### src/rtl/arm_ctrl_pkg.sv
// rtl/arm_ctrl_pkg.sv - shared run-state encoding and signature defaults for the ARM run controller
package arm_ctrl_pkg;

  // Encoding is visible on the run_state LEDs, so the values are fixed
  typedef enum logic [2:0] {
    IDLE         = 3'd0,
    RESET_HOLD   = 3'd1,
    RUN          = 3'd2,
    STEP         = 3'd3,
    DONE_PASS    = 3'd4,
    DONE_TIMEOUT = 3'd5
  } run_state_e;

  // Default pass signature written by the test program
  localparam logic [31:0] DEF_PASS_DATA  = 32'h0000_0007;
  localparam logic [31:0] DEF_PASS_ADDR1 = 32'h0000_0014;
  localparam logic [31:0] DEF_PASS_ADDR2 = 32'h0000_001A;

  // True when a write matches one signature address/data pair
  function automatic logic sig_match(
    input logic        we,
    input logic [31:0] addr,
    input logic [31:0] data,
    input logic [31:0] ref_addr,
    input logic [31:0] ref_data
  );
    return we && (addr == ref_addr) && (data == ref_data);
  endfunction

endpackage

### src/rtl/btn_sync_edge.sv
// rtl/btn_sync_edge.sv - two-flop synchronizer followed by a registered rising-edge pulse
module btn_sync_edge (
  input  logic clk,
  input  logic reset,
  input  logic i_btn,
  output logic o_pulse
);

  logic r_sync1;
  logic r_sync2;
  logic r_prev;
  logic r_pulse;

  // Bring the raw button into the clk domain and emit one pulse per rising edge
  always_ff @(posedge clk or posedge reset) begin
    if (reset) begin
      r_sync1 <= 1'b0;
      r_sync2 <= 1'b0;
      r_prev  <= 1'b0;
      r_pulse <= 1'b0;
    end else begin
      r_sync1 <= i_btn;
      r_sync2 <= r_sync1;
      r_prev  <= r_sync2;
      r_pulse <= r_sync2 & ~r_prev;
    end
  end

  assign o_pulse = r_pulse;

endmodule

### src/rtl/arm_run_ctrl.sv
// rtl/arm_run_ctrl.sv - run/step sequencer producing the gated clock enable and reset for the ARM core
module arm_run_ctrl
  import arm_ctrl_pkg::*;
#(
  parameter int          DIV_W      = 21,
  parameter int          RST_TICKS  = 2,
  parameter int          MAX_CYCLES = 1000,
  parameter logic [31:0] PASS_DATA  = DEF_PASS_DATA,
  parameter logic [31:0] PASS_ADDR1 = DEF_PASS_ADDR1,
  parameter logic [31:0] PASS_ADDR2 = DEF_PASS_ADDR2
) (
  input  logic        clk,
  input  logic        reset,
  input  logic        i_start_btn,
  input  logic        i_step_btn,
  input  logic        i_step_mode,
  input  logic        i_mem_we,
  input  logic [31:0] i_mem_addr,
  input  logic [31:0] i_mem_wdata,
  output logic        o_cpu_clk_en,
  output logic        o_cpu_reset,
  output logic [2:0]  o_run_state,
  output logic        o_hit1,
  output logic        o_hit2,
  output logic        o_pass,
  output logic        o_timeout,
  output logic [31:0] o_cycle_count
);

  localparam logic [31:0] MAX_CNT   = 32'(MAX_CYCLES);
  localparam logic [15:0] RST_LOAD  = 16'(RST_TICKS);
  localparam logic [31:0] CNT_SAT   = 32'hFFFF_FFFF;

  logic w_start_pulse;
  logic w_step_pulse;
  logic w_tick;
  logic w_en;
  logic w_hit1_next;
  logic w_hit2_next;
  logic w_pass_now;
  logic w_timeout_now;
  logic [31:0] w_count_inc;

  logic [DIV_W-1:0] r_div;
  run_state_e       r_state;
  logic [15:0]      r_rst_cnt;
  logic             r_step_pend;
  logic             r_cpu_reset;
  logic             r_pass;
  logic             r_timeout;
  logic             r_hit1;
  logic             r_hit2;
  logic [31:0]      r_cycle_count;

  btn_sync_edge u_start_sync (
    .clk     (clk),
    .reset   (reset),
    .i_btn   (i_start_btn),
    .o_pulse (w_start_pulse)
  );

  btn_sync_edge u_step_sync (
    .clk     (clk),
    .reset   (reset),
    .i_btn   (i_step_btn),
    .o_pulse (w_step_pulse)
  );

  // Free-running prescaler; the all-ones cycle is the CPU tick
  always_ff @(posedge clk or posedge reset) begin
    if (reset) begin
      r_div <= '0;
    end else begin
      r_div <= r_div + DIV_W'(1);
    end
  end

  assign w_tick = &r_div;

  // Enable is an AND-OR of flops only, so it is stable well before the next clk edge
  assign w_en = ((r_state == RUN) & w_tick) | ((r_state == STEP) & r_step_pend);

  // A flag set on this very enable still counts toward pass on the same cycle
  assign w_hit1_next = r_hit1 | (w_en & sig_match(i_mem_we, i_mem_addr, i_mem_wdata, PASS_ADDR1, PASS_DATA));
  assign w_hit2_next = r_hit2 | (w_en & sig_match(i_mem_we, i_mem_addr, i_mem_wdata, PASS_ADDR2, PASS_DATA));
  assign w_pass_now  = w_en & w_hit1_next & w_hit2_next;

  assign w_count_inc   = (r_cycle_count == CNT_SAT) ? r_cycle_count : r_cycle_count + 32'd1;
  assign w_timeout_now = w_en & (w_count_inc == MAX_CNT) & ~w_pass_now;

  // Signature flags and cycle counter: cleared by a fresh start, advanced by each enable
  always_ff @(posedge clk or posedge reset) begin
    if (reset) begin
      r_hit1        <= 1'b0;
      r_hit2        <= 1'b0;
      r_cycle_count <= '0;
    end else if ((r_state == IDLE) && w_start_pulse) begin
      r_hit1        <= 1'b0;
      r_hit2        <= 1'b0;
      r_cycle_count <= '0;
    end else if (w_en) begin
      r_hit1        <= w_hit1_next;
      r_hit2        <= w_hit2_next;
      r_cycle_count <= w_count_inc;
    end
  end

  // Run-state machine with its registered status outputs
  always_ff @(posedge clk or posedge reset) begin
    if (reset) begin
      r_state     <= IDLE;
      r_rst_cnt   <= '0;
      r_step_pend <= 1'b0;
      r_cpu_reset <= 1'b1;
      r_pass      <= 1'b0;
      r_timeout   <= 1'b0;
    end else begin
      // One pending step at a time; a pulse landing while pending is dropped
      r_step_pend <= (r_state == STEP) && !w_start_pulse && !r_step_pend && w_step_pulse;

      case (r_state)
        IDLE: begin
          r_cpu_reset <= 1'b1;
          if (w_start_pulse) begin
            r_state   <= RESET_HOLD;
            r_rst_cnt <= RST_LOAD;
          end
        end

        RESET_HOLD: begin
          if (w_tick) begin
            if (r_rst_cnt <= 16'd1) begin
              r_state     <= i_step_mode ? STEP : RUN;
              r_rst_cnt   <= '0;
              r_cpu_reset <= 1'b0;
            end else begin
              r_rst_cnt <= r_rst_cnt - 16'd1;
            end
          end
        end

        RUN, STEP: begin
          if (w_start_pulse) begin
            r_state     <= IDLE;
            r_cpu_reset <= 1'b1;
          end else if (w_pass_now) begin
            r_state <= DONE_PASS;
            r_pass  <= 1'b1;
          end else if (w_timeout_now) begin
            r_state   <= DONE_TIMEOUT;
            r_timeout <= 1'b1;
          end
        end

        DONE_PASS, DONE_TIMEOUT: begin
          if (w_start_pulse) begin
            r_state     <= IDLE;
            r_cpu_reset <= 1'b1;
            r_pass      <= 1'b0;
            r_timeout   <= 1'b0;
          end
        end

        default: begin
          r_state     <= IDLE;
          r_cpu_reset <= 1'b1;
          r_pass      <= 1'b0;
          r_timeout   <= 1'b0;
        end
      endcase
    end
  end

  assign o_cpu_clk_en  = w_en;
  assign o_cpu_reset   = r_cpu_reset;
  assign o_run_state   = r_state;
  assign o_hit1        = r_hit1;
  assign o_hit2        = r_hit2;
  assign o_pass        = r_pass;
  assign o_timeout     = r_timeout;
  assign o_cycle_count = r_cycle_count;

endmodule

### config.mk
export PLATFORM = sky130hd
export DESIGN_NAME = arm_run_ctrl
export DESIGN_NICKNAME = d
export VERILOG_FILES = /design/src/rtl/arm_ctrl_pkg.sv /design/src/rtl/btn_sync_edge.sv /design/src/rtl/arm_run_ctrl.sv
export SDC_FILE = /design/constraint.sdc
export NUM_CORES = 1
export LEC_CHECK = 0
export CORE_ASPECT_RATIO = 1.2
export CORE_UTILIZATION = 40
export CTS_CLUSTER_DIAMETER = 200
export DETAILED_ROUTE_END_ITERATION = 10
export PLACE_DENSITY = 0.77
export SYNTH_ARGS = -nofsm -noshare
export SYNTH_HDL_FRONTEND = slang
export SYNTH_SLANG_ARGS = --single-unit
### constraint.sdc
create_clock -name clk -period 7.6 [get_ports clk]
set_input_delay 1.52 -clock clk [delete_from_list [all_inputs] [get_ports clk]]
set_output_delay 1.52 -clock clk [all_outputs]
set_load 0.01 [all_outputs]
==> qor.txt, run 1 <==
Status: finished clean
CTS tree: yes
Sw Pwr: 0.421 mW
Fillers: 1095
DP Wirelength: 10200 microns
Clock share of power: 33.3%
Worst-case clock buffer depth: 2
Leak: 2.64 nW
DIE WIDTH: 104 microns
Final setup viols: 0
Layout cell share with drive strength beyond 1: 5.79%
Port bufs: 110
CTS root buf: clkbuf_16
Post-synth EDFFs: 0
Vias post-DR: 4768
Seq pwr share: 44.0%
DR iter-0 viols: 298
Post-CTS setup buffer count: 0
Post-synthesis sequential area ratio: 43.3%
Area occupied by multi-input gates: 2650 sq um
# diodes: 0
Max FO, Critical Path: 41
Min-Delay Path Class: flop to flop
Distinct cells, synth: 60
Global Route Usage Sum: 21.9%
Max cap viols: 0
Antenna violations before repair: 0
Tot Pwr: 1.29 mW
GRT overflow: 0
First-pass GRT wire length: 22300 microns
Worst Slack Setup Final: 2.42 ns
Warnings from Yosys: 0
VDD IR-drop max: 0.0000965 V
Clk_skew: 0.00653 ns
Final Hold Viols: 0
Async S/R FF share, synth: 100%
Number of global-route vias before repair: 4656
Synth area leaders: dfrtp_1 (43%), o21ai_0 (5.0%), nor2_1 (4.2%)
Number of I/O pins: 111
Cts repair resizes: 0
Crit share post-route: 68.1%
Setup TNS: 0 ns
Comb pwr share: 22.7%
Count leader, synth: dfrtp_1
Yosys top cell by area: dfrtp_1
CTS buffer count: 9
Nets: 725
Mapped Nets: 630
DRT Pass-1 Iters: 5
Power density over the cells: 200 nW/um^2
# hold bufs at CTS: 0
Area share of the largest cell type after synthesis: 42.7%
Top FF cell, synth: dfrtp_1
Final Max Slew Viols: 0
Pin count of the biggest net entering global routing: 87
Critical path launch point type: flop
Core region area: 12100 sq um
Initial Util: 41.1%
Tmin final: 5.18 ns
Core utilization of the finished layout: 53.4%
Mean routed wirelength per cell: 16.6 microns
DR vias/cell: 5.84
Area delta synth->final: 29.9%
Peak Freq: 193 MHz
Reg clk slew, reported paths: 0.07 ns
Crit path kind: flop to output pin
H-tree depth: 3
RSZ-0062 raised after global routing: no
Die ar.: 12900 sq um
Post-Synthesis Cells: 556
# DRC: 0
Internal power: 0.870 mW
CP required: 6.08 ns
Routability-driven placement congestion ratio: 0.946
Worst skew pair latency: 0.34 ns
FP Rows: 44
Slew @ Worst Pin: 1.07 ns
Setup WS pre-CTS: 2.81 ns
Sw frac: 32.6%
Flops & latches, synth: 86
Routed Wire Length: 13600 microns
Arrival time worst endpoint: 3.66 ns
Flip-flop and latch area: 2150 sq um
Post-Syn Area: 4980 sq um
R2R Setup Slk: 3.53 ns
Hold WS: 0.351 ns
Mean Syn Cell Area: 8.95 sq um
Antenna-violating nets left: 0
Crit end category: output pin
Clock tree sinks: 86
Slew headroom: 28.2%
Die height: 124 microns
Post-synth top cells: dfrtp_1 (85), nor2_1 (56), o21ai_0 (50)
-- cell type report --
class                           instances  share of cell area (%)
Clock buffer                            9                    3.48
Clock inverter                          7                   0.987
Inverter                               17                    1.01
Multi-Input combinational cell        426                    41.0
Sequential cell                        86                    33.3
Tap cell                              161                    3.12
Timing Repair Buffer                  111                    17.1
-- stage by stage --
stage                     cell area [sq um]  instances
after global routing                   6470        817
after CTS                              6460        817
final                                  6470        817
after detailed placement               6170        801
after global placement                 6170        801
after floorplan                        4980        556
-- registers in the layout, indices dropped and copies added (netlist names), 3 cells and up --
register / count
o_cycle_count: 32
o_run_state: 3
r_div: 21
r_rst_cnt: 16
-- placed cells by master (no fill, tap or decap), drive strengths merged, types with 5 or more instances in the layout --
cell,netlist,routed
nand2,46,46
nor2,56,56
clkbuf,15,9
nor2b,5,5
or3,8,8
mux2i,5,5
xor2,21,21
dfrtp,85,85
and3,9,9
nand3,27,27
xnor2,20,20
and2,9,9
o31ai,12,12
clkdlybuf4s50,0,110
nand4,30,30
nand2b,6,6
and4,8,8
nor4,22,22
a21oi,22,22
o21ai,52,52
inv,17,21
nor3,10,10
-- kinds of logic after synthesis --
family,count (synthesis),share of synthesized area [%]
adder cells (fa/ha/maj),4,1.01
multiplexers,5,1.01
flip-flops,86,43.3
XOR/XNOR,41,7.21
buffers and inverters,44,3.57
AND/OR/NAND/NOR,255,28.7
AO/OA/AOI/OAI,121,15.3
-- worst max-delay path, stage by stage, from the launching register on --
cell and delay (ns):
dfrtp_1 0.39, ha_1 0.19, nand3_1 0.20, nor4_4 0.44, a41oi_1 0.20, or2_2 0.60, inv_1 0.61, clkdlybuf4s50_1 0.66
-- per-layer routing --
metal	part of all wire (%)	track usage, %	up-vias
met2	49	38.1	223
li1	-	-	2236
met4	3.4	12.6	0
met5	0	0	-
met1	41	25.6	2276
met3	6.6	4.19	33
-- path summary, 6_finish.rpt --
| kind | startpoint | endpoint | cells after the start |
|---|---|---|---|
| min | u_start_sync.r_sync1$_DFF_PP0_ | u_start_sync.r_sync2$_DFF_PP0_ | 0 |
| max reg2reg | o_cycle_count[0]$_DFFE_PP0P_ | o_run_state[1]$_DFFE_PP0P_ | 9 |
| max in group asynchronous | reset | o_cycle_count[19]$_DFFE_PP0P_ | 3 |
| max | r_div[0]$_DFF_PP0_ | o_cpu_clk_en | 7 |
| min in group asynchronous | reset | o_cycle_count[15]$_DFFE_PP0P_ | 3 |
| min reg2reg | u_start_sync.r_sync1$_DFF_PP0_ | u_start_sync.r_sync2$_DFF_PP0_ | 0 |
-- power groups by stage --
stage          Clock (mW)  Sequential [mW]  Combinational [mW]
6_report            0.430            0.568               0.294
5_1_grt             0.456            0.577               0.323
4_1_cts             0.437            0.567               0.294
3_5_place_dp            0            0.574               0.292
3_3_place_gp            0            0.569               0.276
2_1_floorplan           0            0.557               0.190
Power figures use the tool's default switching activity.
==> inputs of run 2 (changes only) <==
--- a/config.mk
+++ b/config.mk
@@ -9,7 +9,7 @@
 export CORE_UTILIZATION = 40
 export CTS_CLUSTER_DIAMETER = 200
 export DETAILED_ROUTE_END_ITERATION = 10
-export PLACE_DENSITY = 0.77
+export PLACE_DENSITY = 0.79
 export SYNTH_ARGS = -nofsm -noshare
 export SYNTH_HDL_FRONTEND = slang
 export SYNTH_SLANG_ARGS = --single-unit
==> constraint.sdc (replaced) <==
create_clock -name clk -period 4.4 [get_ports clk]
set_input_delay 0.88 -clock clk [delete_from_list [all_inputs] [get_ports clk]]
set_output_delay 0.88 -clock clk [all_outputs]
set_load 0.01 [all_outputs]
==> run 2 against run 1 <==
Against the previous run: clock power up 74%; combinational power up 71%; worst setup slack worse by 1.7 ns; non-clock buffer count up 6; final cell count up 0.73%; total power up 73%; largest cell class unchanged.
==> qor.txt, run 2 (same netlist as run 1, synthesis figures left out) <==
Status: finished clean
# diodes: 0 (unchanged)
Slew headroom: 51.1% (+23 points)
Min-Delay Path Class: flop to flop
Routed Wire Length: 13900 microns (+2.3%)
Max reg flops: 32 (unchanged)
R2r worst-path depth: 8 (-1)
Max cap viols: 0 (unchanged)
RSZ-0062 raised after global routing: no
# hold bufs at CTS: 0 (unchanged)
Arrival time worst endpoint: 2.78 ns (-0.88 ns)
Hold_sp: u_step_sync.r_sync1$_DFF_PP0_
Worst Slack Setup Final: 0.738 ns (-1.69 ns)
Routability-driven placement congestion ratio: 0.956 (+1.0%)
Setup WS pre-CTS: 1.09 ns (-1.72 ns)
R2R Setup Slk: 1.03 ns (-2.50 ns)
FP Rows: 44 (unchanged)
Max FO, Critical Path: 6 (-85%)
Cts repair resizes: 0 (unchanged)
Final instance area: 6510 sq um (+0.72%)
CP required: 3.52 ns (-2.56 ns)
Hold EP: u_step_sync.r_sync2$_DFF_PP0_
H-tree depth: 3 (unchanged)
Fillers: 1103 (+0.73%)
Critical path launch point type: flop
Number of global-route vias before repair: 4700 (+0.95%)
Tot Pwr: 2.23 mW (+73%)
Hold Path Depth: 0 (unchanged)
Hold WS: 0.356 ns (+0.00473 ns)
Clk_skew: 0.00945 ns (+0.00292 ns)
Peak Freq: 273 MHz
Slew @ Worst Pin: 0.727 ns (-0.341 ns)
Worst reg2reg path endpoint: o_run_state[1]$_DFFE_PP0P_
Leak: 2.67 nW (+1.3%)
DR iter-0 viols: 396 (+33%)
Crit share post-route: 83.2%
Area delta synth->final: 30.8%
Setup TNS: 0 ns (unchanged)
# DRC: 0 (unchanged)
Worst r2r src: o_cycle_count[15]$_DFFE_PP0P_
CTS root buf: clkbuf_16
DR vias/cell: 5.85 (+0.31%)
DIE WIDTH: 104 microns (unchanged)
Worst-case clock buffer depth: 2 (unchanged)
Tmin final: 3.66 ns
Crit path kind: flop to output pin
Mean routed wirelength per cell: 16.9 microns (+1.5%)
CTS tree: yes
Core region area: 12100 sq um (unchanged)
DRT Pass-1 Iters: 5 (unchanged)
GR Layer Usage met3: 4.40% (+0.21 points)
Most frequent cells in the layout: clkdlybuf4s50_1 (110), dfrtp_1 (85), nor2_1 (56)
Post-CTS setup buffer count: 0 (unchanged)
Die height: 124 microns (unchanged)
Crit end category: output pin
Most used routing layer: met2
Reg clk slew, reported paths: 0.07 ns (about the same)
Die ar.: 12900 sq um (unchanged)
GRT overflow: 0 (unchanged)
Power density over the cells: 343 nW/um^2 (+72%)
Pin count of the biggest net entering global routing: 41 (-53%)
Antenna violations before repair: 0 (unchanged)
First-pass GRT wire length: 23000 microns (+3.3%)
Vias post-DR: 4818 (+1.0%)
Grt met1 use: 27.3% (+1.7 points)
Final setup viols: 0 (unchanged)
DP Wirelength: 10500 microns (+2.9%)
Initial Util: 41.1% (unchanged)
Layout cell share with drive strength beyond 1: 6.50% (+0.70 points)
Worst skew pair latency: 0.34 ns (about the same)
Nets: 731 (+0.83%)
Final Hold Viols: 0 (unchanged)
Number of I/O pins: 111 (unchanged)
Global Route Usage Sum: 22.5% (+0.59 points)
Met2 GRT Util: 39.3% (+1.2 points)
CTS buffer count: 9 (unchanged)
VDD IR-drop max: 0.000193 V (+100%)
Antenna-violating nets left: 0 (unchanged)
Cell Area, Placed: 6220 sq um (+0.73%)
Port bufs: 110 (unchanged)
Commonest non-fill, non-tap cell in the layout: clkdlybuf4s50_1
Clock tree sinks: 86 (unchanged)
Final Max Slew Viols: 0 (unchanged)
run 2: worst max path at each step:
| stage | startpoint | endpoint | slack, ns |
|---|---|---|---|
| 3_3_place_gp | r_div[0]$_DFF_PP0_ | o_cpu_clk_en | 1.15 |
| 6_report | r_div[0]$_DFF_PP0_ | o_cpu_clk_en | 0.74 |
| 5_1_grt | r_div[0]$_DFF_PP0_ | o_cpu_clk_en | 0.55 |
| 4_1_cts | r_div[0]$_DFF_PP0_ | o_cpu_clk_en | 0.71 |
| 3_5_place_dp | r_div[0]$_DFF_PP0_ | o_cpu_clk_en | 1.09 |
| 2_1_floorplan | reset | o_cycle_count[0]$_DFFE_PP0P_ | 1.30 |
run 2: metal layers:
| metal | up-vias | routed length, microns |
|---|---|---|
| li1 | 2242 | - |
| met1 | 2298 | 5650 |
| met4 | 0 | 387 |
| met2 | 247 | 6780 |
| met5 | - | 0 |
| met3 | 31 | 1080 |
run 2: through the flow:
stage / instances / util, %
3_3_place_gp: 807 / 51.4
2_1_floorplan: 556 / -
6_report: 823 / 53.8
3_5_place_dp: 807 / 51.4
4_1_cts: 823 / 53.8
5_1_grt: 823 / 53.8
run 2: worst max-delay path, stage by stage (launching register included):
cell,delay (ns)
dfrtp_1,0.39
ha_1,0.19
nand3_1,0.19
nor4_4,0.44
a41oi_1,0.25
or2_2,0.36
inv_1,0.08
clkdlybuf4s50_1,0.53
run 2: layout make-up:
cell class / count / area (sq um) / area share (%)
multi-input combinational: 426 / 2650 / 40.6
sequential: 86 / 2150 / 33.1
timing repair buffer: 117 / 1150 / 17.7
clock buffer: 10 / 239 / 3.67
tap: 161 / 201 / 3.09
inverter: 17 / 65.1 / 0.999
clock inverter: 6 / 53.8 / 0.826
run 2: power by group:
part	total [mW]	internal [mW]	switching, mW
combinational	0.504	0.231	0.273
sequential	0.981	0.880	0.101
clock	0.749	0.408	0.341
total	2.23	1.52	0.715
